**src/rtl/cds_sample_subtractor.sv**
```systemverilog
// CDS sample subtractor: sums ADC samples over the reset (cds_clk1) and signal (cds_clk2)
// windows of each frame and presents sum1 - sum2 with frame error flags once per frame.
module cds_sample_subtractor #(
  parameter int unsigned ADC_W = 12,
  parameter int unsigned CNT_W = 8,
  parameter int unsigned ACC_W = ADC_W + CNT_W
) (
  input  logic                    clk,
  input  logic                    reset,
  input  logic                    cds_clk1,
  input  logic                    cds_clk2,
  input  logic                    cds_done,
  input  logic [ADC_W-1:0]        adc_data,
  output logic signed [ACC_W:0]   cds_diff,
  output logic [ACC_W-1:0]        sum1,
  output logic [ACC_W-1:0]        sum2,
  output logic [CNT_W-1:0]        cnt1,
  output logic [CNT_W-1:0]        cnt2,
  output logic                    result_valid,
  output logic                    seq_err,
  output logic                    sat_err
);

  localparam logic [CNT_W-1:0] CNT_MAX = '1;

  typedef enum logic [2:0] {
    S_IDLE,
    S_WIN1,
    S_GAP,
    S_WIN2,
    S_WAIT_DONE,
    S_OUT
  } state_t;

  state_t           r_state, w_state_nxt;
  logic [ACC_W-1:0] r_acc1, r_acc2, w_acc1_nxt, w_acc2_nxt;
  logic [CNT_W-1:0] r_cnt1, r_cnt2, w_cnt1_nxt, w_cnt2_nxt;
  logic             r_seq_err, r_sat_err, w_seq_nxt, w_sat_nxt;

  logic [ACC_W-1:0] w_acc1_inc, w_acc2_inc;
  logic [CNT_W-1:0] w_cnt1_inc, w_cnt2_inc;
  logic             w_full1, w_full2;

  assign w_acc1_inc = r_acc1 + ACC_W'(adc_data);
  assign w_acc2_inc = r_acc2 + ACC_W'(adc_data);
  assign w_cnt1_inc = r_cnt1 + CNT_W'(1);
  assign w_cnt2_inc = r_cnt2 + CNT_W'(1);
  assign w_full1    = (r_cnt1 == CNT_MAX);
  assign w_full2    = (r_cnt2 == CNT_MAX);

  // Frame sequencing and accumulation; a full window drops samples and flags saturation
  always_comb begin
    w_state_nxt = r_state;
    w_acc1_nxt  = r_acc1;
    w_acc2_nxt  = r_acc2;
    w_cnt1_nxt  = r_cnt1;
    w_cnt2_nxt  = r_cnt2;
    w_seq_nxt   = r_seq_err;
    w_sat_nxt   = r_sat_err;

    if (cds_clk1 && cds_clk2 && (r_state != S_OUT)) w_seq_nxt = 1'b1;

    case (r_state)
      S_IDLE: begin
        w_acc1_nxt = '0;
        w_acc2_nxt = '0;
        w_cnt1_nxt = '0;
        w_cnt2_nxt = '0;
        if (cds_clk1) begin
          w_acc1_nxt  = ACC_W'(adc_data);
          w_cnt1_nxt  = CNT_W'(1);
          w_state_nxt = S_WIN1;
        end else if (cds_clk2) begin
          w_seq_nxt = 1'b1;
        end
      end
      S_WIN1: begin
        if (cds_done) begin
          w_seq_nxt   = 1'b1;
          w_state_nxt = S_OUT;
        end else if (cds_clk1) begin
          if (w_full1) begin
            w_sat_nxt = 1'b1;
          end else begin
            w_acc1_nxt = w_acc1_inc;
            w_cnt1_nxt = w_cnt1_inc;
          end
        end else begin
          w_state_nxt = S_GAP;
        end
      end
      S_GAP: begin
        if (cds_done) begin
          w_seq_nxt   = 1'b1;
          w_state_nxt = S_OUT;
        end else if (cds_clk1) begin
          w_seq_nxt   = 1'b1;
          w_state_nxt = S_WIN1;
          if (w_full1) begin
            w_sat_nxt = 1'b1;
          end else begin
            w_acc1_nxt = w_acc1_inc;
            w_cnt1_nxt = w_cnt1_inc;
          end
        end else if (cds_clk2) begin
          w_acc2_nxt  = ACC_W'(adc_data);
          w_cnt2_nxt  = CNT_W'(1);
          w_state_nxt = S_WIN2;
        end
      end
      S_WIN2: begin
        if (cds_clk2) begin
          if (w_full2) begin
            w_sat_nxt = 1'b1;
          end else begin
            w_acc2_nxt = w_acc2_inc;
            w_cnt2_nxt = w_cnt2_inc;
          end
          if (cds_done) w_state_nxt = S_OUT;
        end else if (cds_done) begin
          w_state_nxt = S_OUT;
        end else begin
          w_state_nxt = S_WAIT_DONE;
        end
      end
      S_WAIT_DONE: begin
        if (cds_clk1 || cds_clk2) w_seq_nxt = 1'b1;
        if (cds_done) w_state_nxt = S_OUT;
      end
      S_OUT: begin
        w_acc1_nxt  = '0;
        w_acc2_nxt  = '0;
        w_cnt1_nxt  = '0;
        w_cnt2_nxt  = '0;
        w_seq_nxt   = 1'b0;
        w_sat_nxt   = 1'b0;
        w_state_nxt = S_IDLE;
      end
      default: w_state_nxt = S_IDLE;
    endcase
  end

  always_ff @(posedge clk or negedge reset) begin
    if (!reset) begin
      r_state   <= S_IDLE;
      r_acc1    <= '0;
      r_acc2    <= '0;
      r_cnt1    <= '0;
      r_cnt2    <= '0;
      r_seq_err <= 1'b0;
      r_sat_err <= 1'b0;
    end else begin
      r_state   <= w_state_nxt;
      r_acc1    <= w_acc1_nxt;
      r_acc2    <= w_acc2_nxt;
      r_cnt1    <= w_cnt1_nxt;
      r_cnt2    <= w_cnt2_nxt;
      r_seq_err <= w_seq_nxt;
      r_sat_err <= w_sat_nxt;
    end
  end

  // Results load on the edge that enters OUT so result_valid follows the done edge directly
  always_ff @(posedge clk or negedge reset) begin
    if (!reset) begin
      cds_diff     <= '0;
      sum1         <= '0;
      sum2         <= '0;
      cnt1         <= '0;
      cnt2         <= '0;
      result_valid <= 1'b0;
      seq_err      <= 1'b0;
      sat_err      <= 1'b0;
    end else begin
      result_valid <= (w_state_nxt == S_OUT);
      if (w_state_nxt == S_OUT) begin
        cds_diff <= $signed({1'b0, w_acc1_nxt}) - $signed({1'b0, w_acc2_nxt});
        sum1     <= w_acc1_nxt;
        sum2     <= w_acc2_nxt;
        cnt1     <= w_cnt1_nxt;
        cnt2     <= w_cnt2_nxt;
        seq_err  <= w_seq_nxt;
        sat_err  <= w_sat_nxt;
      end
    end
  end

endmodule

```
**config.mk**
```make
export PLATFORM = sky130hd
export DESIGN_NAME = cds_sample_subtractor
export DESIGN_NICKNAME = d
export VERILOG_FILES = /design/src/rtl/cds_sample_subtractor.sv
export SDC_FILE = /design/constraint.sdc
export NUM_CORES = 1
export LEC_CHECK = 0
export CAP_MARGIN = 40
export CORE_AREA = 2 2 141 143
export CTS_CLUSTER_SIZE = 30
export DETAILED_ROUTE_END_ITERATION = 8
export DIE_AREA = 0 0 143 145
export PLACE_DENSITY = 0.66
export RECOVER_POWER = 25
export SYNTH_ARGS = -nofsm -noshare
export SYNTH_HDL_FRONTEND = slang
export SYNTH_SLANG_ARGS = --single-unit
```
**constraint.sdc**
```tcl
create_clock -name clk -period 5.44 [get_ports clk]
set_clock_uncertainty 0.1 [all_clocks]
set_input_delay 0.816 -clock clk [delete_from_list [all_inputs] [get_ports clk]]
set_output_delay 0.816 -clock clk [all_outputs]
set_load 0.05 [all_outputs]
```
==> results of run 1 <==
flip-flops by register name, summed over array words and instances, names as in the netlist:
signal and flops:
cds_diff 21, sat_err 1, r_sat_err 1, seq_err 1, result_valid 1, r_acc2 20
cnt1 8, r_seq_err 1, r_state 3, cnt2 8, sum2 20, r_cnt1 8
sum1 20, r_acc1 20, r_cnt2 8
layout by cell type, fill, tap and decap left out, types with 15 or more instances in the layout:
cell	n
inv_1	38
a21o_1	17
a21oi_1	60
o21ai_1	30
nand3_1	23
buf_4	38
nor3_1	18
clkbuf_16	17
o21a_1	18
nand2_1	121
o21ai_0	55
nor2_1	57
xnor2_1	19
dfrtp_1	141
a222oi_1	15
ha_1	46
o31ai_1	25
clkdlybuf4s50_1	95
synth_stat cells (all sizes together) (15+ instances only):
library cell and n:
a222oi 15, inv 39, buf 23, nand3 25
o21ai 88, a21o 17, o31ai 26, a21oi 61
dfrtp 141, o21a 18, clkbuf 16, ha 46
nor3 18, nor2 59, nand2 122, xnor2 19
layer usage:
metal,track usage,vias to the layer above,routed length (um)
li1,-,3670,-
met1,0.351,3709,11400
met2,0.351,256,10700
met3,0.0406,48,1380
met4,0.0817,0,613
met5,0,-,0
through the flow:
stage	total power, uW	cells
2_1_floorplan	3900	927
3_3_place_gp	4890	1287
3_5_place_dp	4900	1288
4_1_cts	6110	1319
5_1_grt	6500	1319
6_report	6110	1319
path summary, 6_finish.rpt:
path                            depth (start not counted)   startpoint  slack (ps)           end
worst max-delay path                                   16  adc_data[0]         540  cds_diff[17]
worst min register to register                          2      sum1[2]         370       sum1[2]
worst max register to register                         11   r_state[0]         960  cds_diff[18]
min in group asynchronous                               1        reset         620  result_valid
worst min-delay path                                    2      sum1[2]         370       sum1[2]
max in group asynchronous                               3        reset        1690    r_acc2[19]
logic make-up after synthesis:
kind of cell,Yosys count,share of synthesized area
AOI/OAI and AO/OA,308,0.244
and+or+nand+nor,302,0.173
DFF,141,0.413
buffers and inverters,78,0.0397
adders and majority gates,49,0.0745
xor gates and xnor gates,30,0.0308
muxes,19,0.0242
final cells by class:
cell class	instances	area, um^2	area share
Sequential cell	141	3530	0.336
Clock buffer	22	484	0.0460
Tap cell	265	332	0.0315
Timing Repair Buffer	135	1240	0.118
Multi-Input combinational cell	708	4670	0.444
Clock inverter	9	111	0.0106
Inverter	39	146	0.0139
worst register-to-register path: stages (launching register included):
cell       delay (ps)
dfrtp_1           850
nand2_2           180
or2_1             360
o21ai_2           580
a222oi_1          190
and3b_1           300
ha_1              380
a21oi_1           260
o21ai_0           220
o31ai_1           390
a2111oi_0         160
or3_1             390
power breakdown:
group	switching, uW	internal (uW)
logic	2210	1230
registers	211	1290
clock network	459	721
total	2880	3240
==> out/metrics.yaml, run 1 <==
run_status:
  outcome: "complete, but fails checks"
  violations: "capacitance limit, slew limit"
clocking:
  clkSinkCount: 141
  clkLatencyLatePin_ps: 430
  cts_resized: 0
  clock_path_buffers: 2
  post_cts_buffers: 0
  clk_pin_slew_ps: 60
  ctsRootBufferMaster: "clkbuf_16"
  ctsHoldBuffers: 0
  ctsHtreeMaxLevel: 4
  cts_tree: "done"
  numCtsBuffers: 17
critical_path:
  crit_chain: "clkdlybuf4s50_1 -> ha_1 -> fa_1 -> a211oi_1 -> o21a_1 -> o21ai_1 -> o21ai_0 -> nand2_1 -> a31o_2 -> ha_1 -> a21oi_1 -> o211ai_1 -> a31oi_1 -> a31oi_1 -> o21a_1 -> o31ai_1"
  critPathCaptureType: "register"
  cp_slowest_stage_delay_ps: 480
  cp-start-kind: "primary input"
  cp_max_fo: 6
  worstPathRequired_ps: 5670
  timing_worst_setup_path_type: "primary input to register"
  cp_slowest_cell: "clkdlybuf4s50_1"
  cp_num_buf_inv: 1
  crit_family: "compound AO/OA/AOI/OAI gates"
  cp_data_arrival_time_ps: 5130
logic_synthesis:
  synth_top_area_frac: 0.413
  synthArstFlopShare: 1.00
  avgSynthCellArea_um2: 9.21
  yosysTopAreaCell: "dfrtp_1"
  synth_area_leaders: "dfrtp_1, ha_1, nand2_1"
  syn-num-nets: 993
  synth.cell_area_mm2: 0.00854
  synth_warnings: 0
  synthCells: 927
  synth_seq_cells: 141
  yosysSeqAreaShare: 0.413
  synthFlopType: "dfrtp_1"
  synth_edf_count: 0
  synth_cell_types: 87
timing:
  fin_crit_sh: 0.900
  max_freq_ghz: 0.204
  slew_headroom: -0.260
  setup_viol: 0
  worst_hold_slack_ps: 375
  setup_tns_ps: 0
  fin_ws_ps: 542
  maxSlewViolCount: 77
  min_period_ps: 4900
  worstMarginPinSlew_ps: 1890
  rsz0062_at_grt: "no"
  final_hold_viol_count: 0
grt:
  grt-ovfl-total: 0
  antenna_found_initial: 0
  grt_pass1_wl_um: 38500
  grt_pass1_vias: 7141
  grt_max_degree: 77
  track_usage: 0.237
placement:
  portBuffers: 96
  placed_cell_area_mm2: 0.00995
  dp.final_hpwl_um: 17800
  routabilityCongestion: 0.961
  dp_worst_setup_slack_ps: 212
detailed_routing:
  wl_per_cell_um: 18.3
  drtAntennaViolNets: 0
  wl_um: 24100
  firstDrtPassIters: 5
  drc: 0
  via_per_inst: 5.82
  num_vias: 7683
  drtIter0Drc: 731
die:
  core_area_mm2: 0.0192
  rows: 51
  ios: 97
  die_height_um: 145
  initial_core_util: 0.444
  die_w_um: 143
  dieArea_mm2: 0.0207
pwr:
  p_leak_uw: 0.00469
  ir_worst_vdd_mv: 0.439
  power_density_mw_per_mm2: 581
final_layout:
  fillCellCount: 1737
  final_util: 0.548
  area_growth_pct: 23.2
  final_nets: 1108
  num_antenna_cells: 0
  layout-drive-gt1-share: 0.0987
  final_cell_area_mm2: 0.0105
job:
  cap_violations: 1
hold_path:
  min_path_type: "register to register"
Power figures use the tool's default switching activity.
==> inputs of run 2 (changes only) <==
Settings changed: SKIP_LAST_GASP from default to 1.
==> results of run 2 <==
The final DEF is identical to that of run 1; final timing and power are the same.
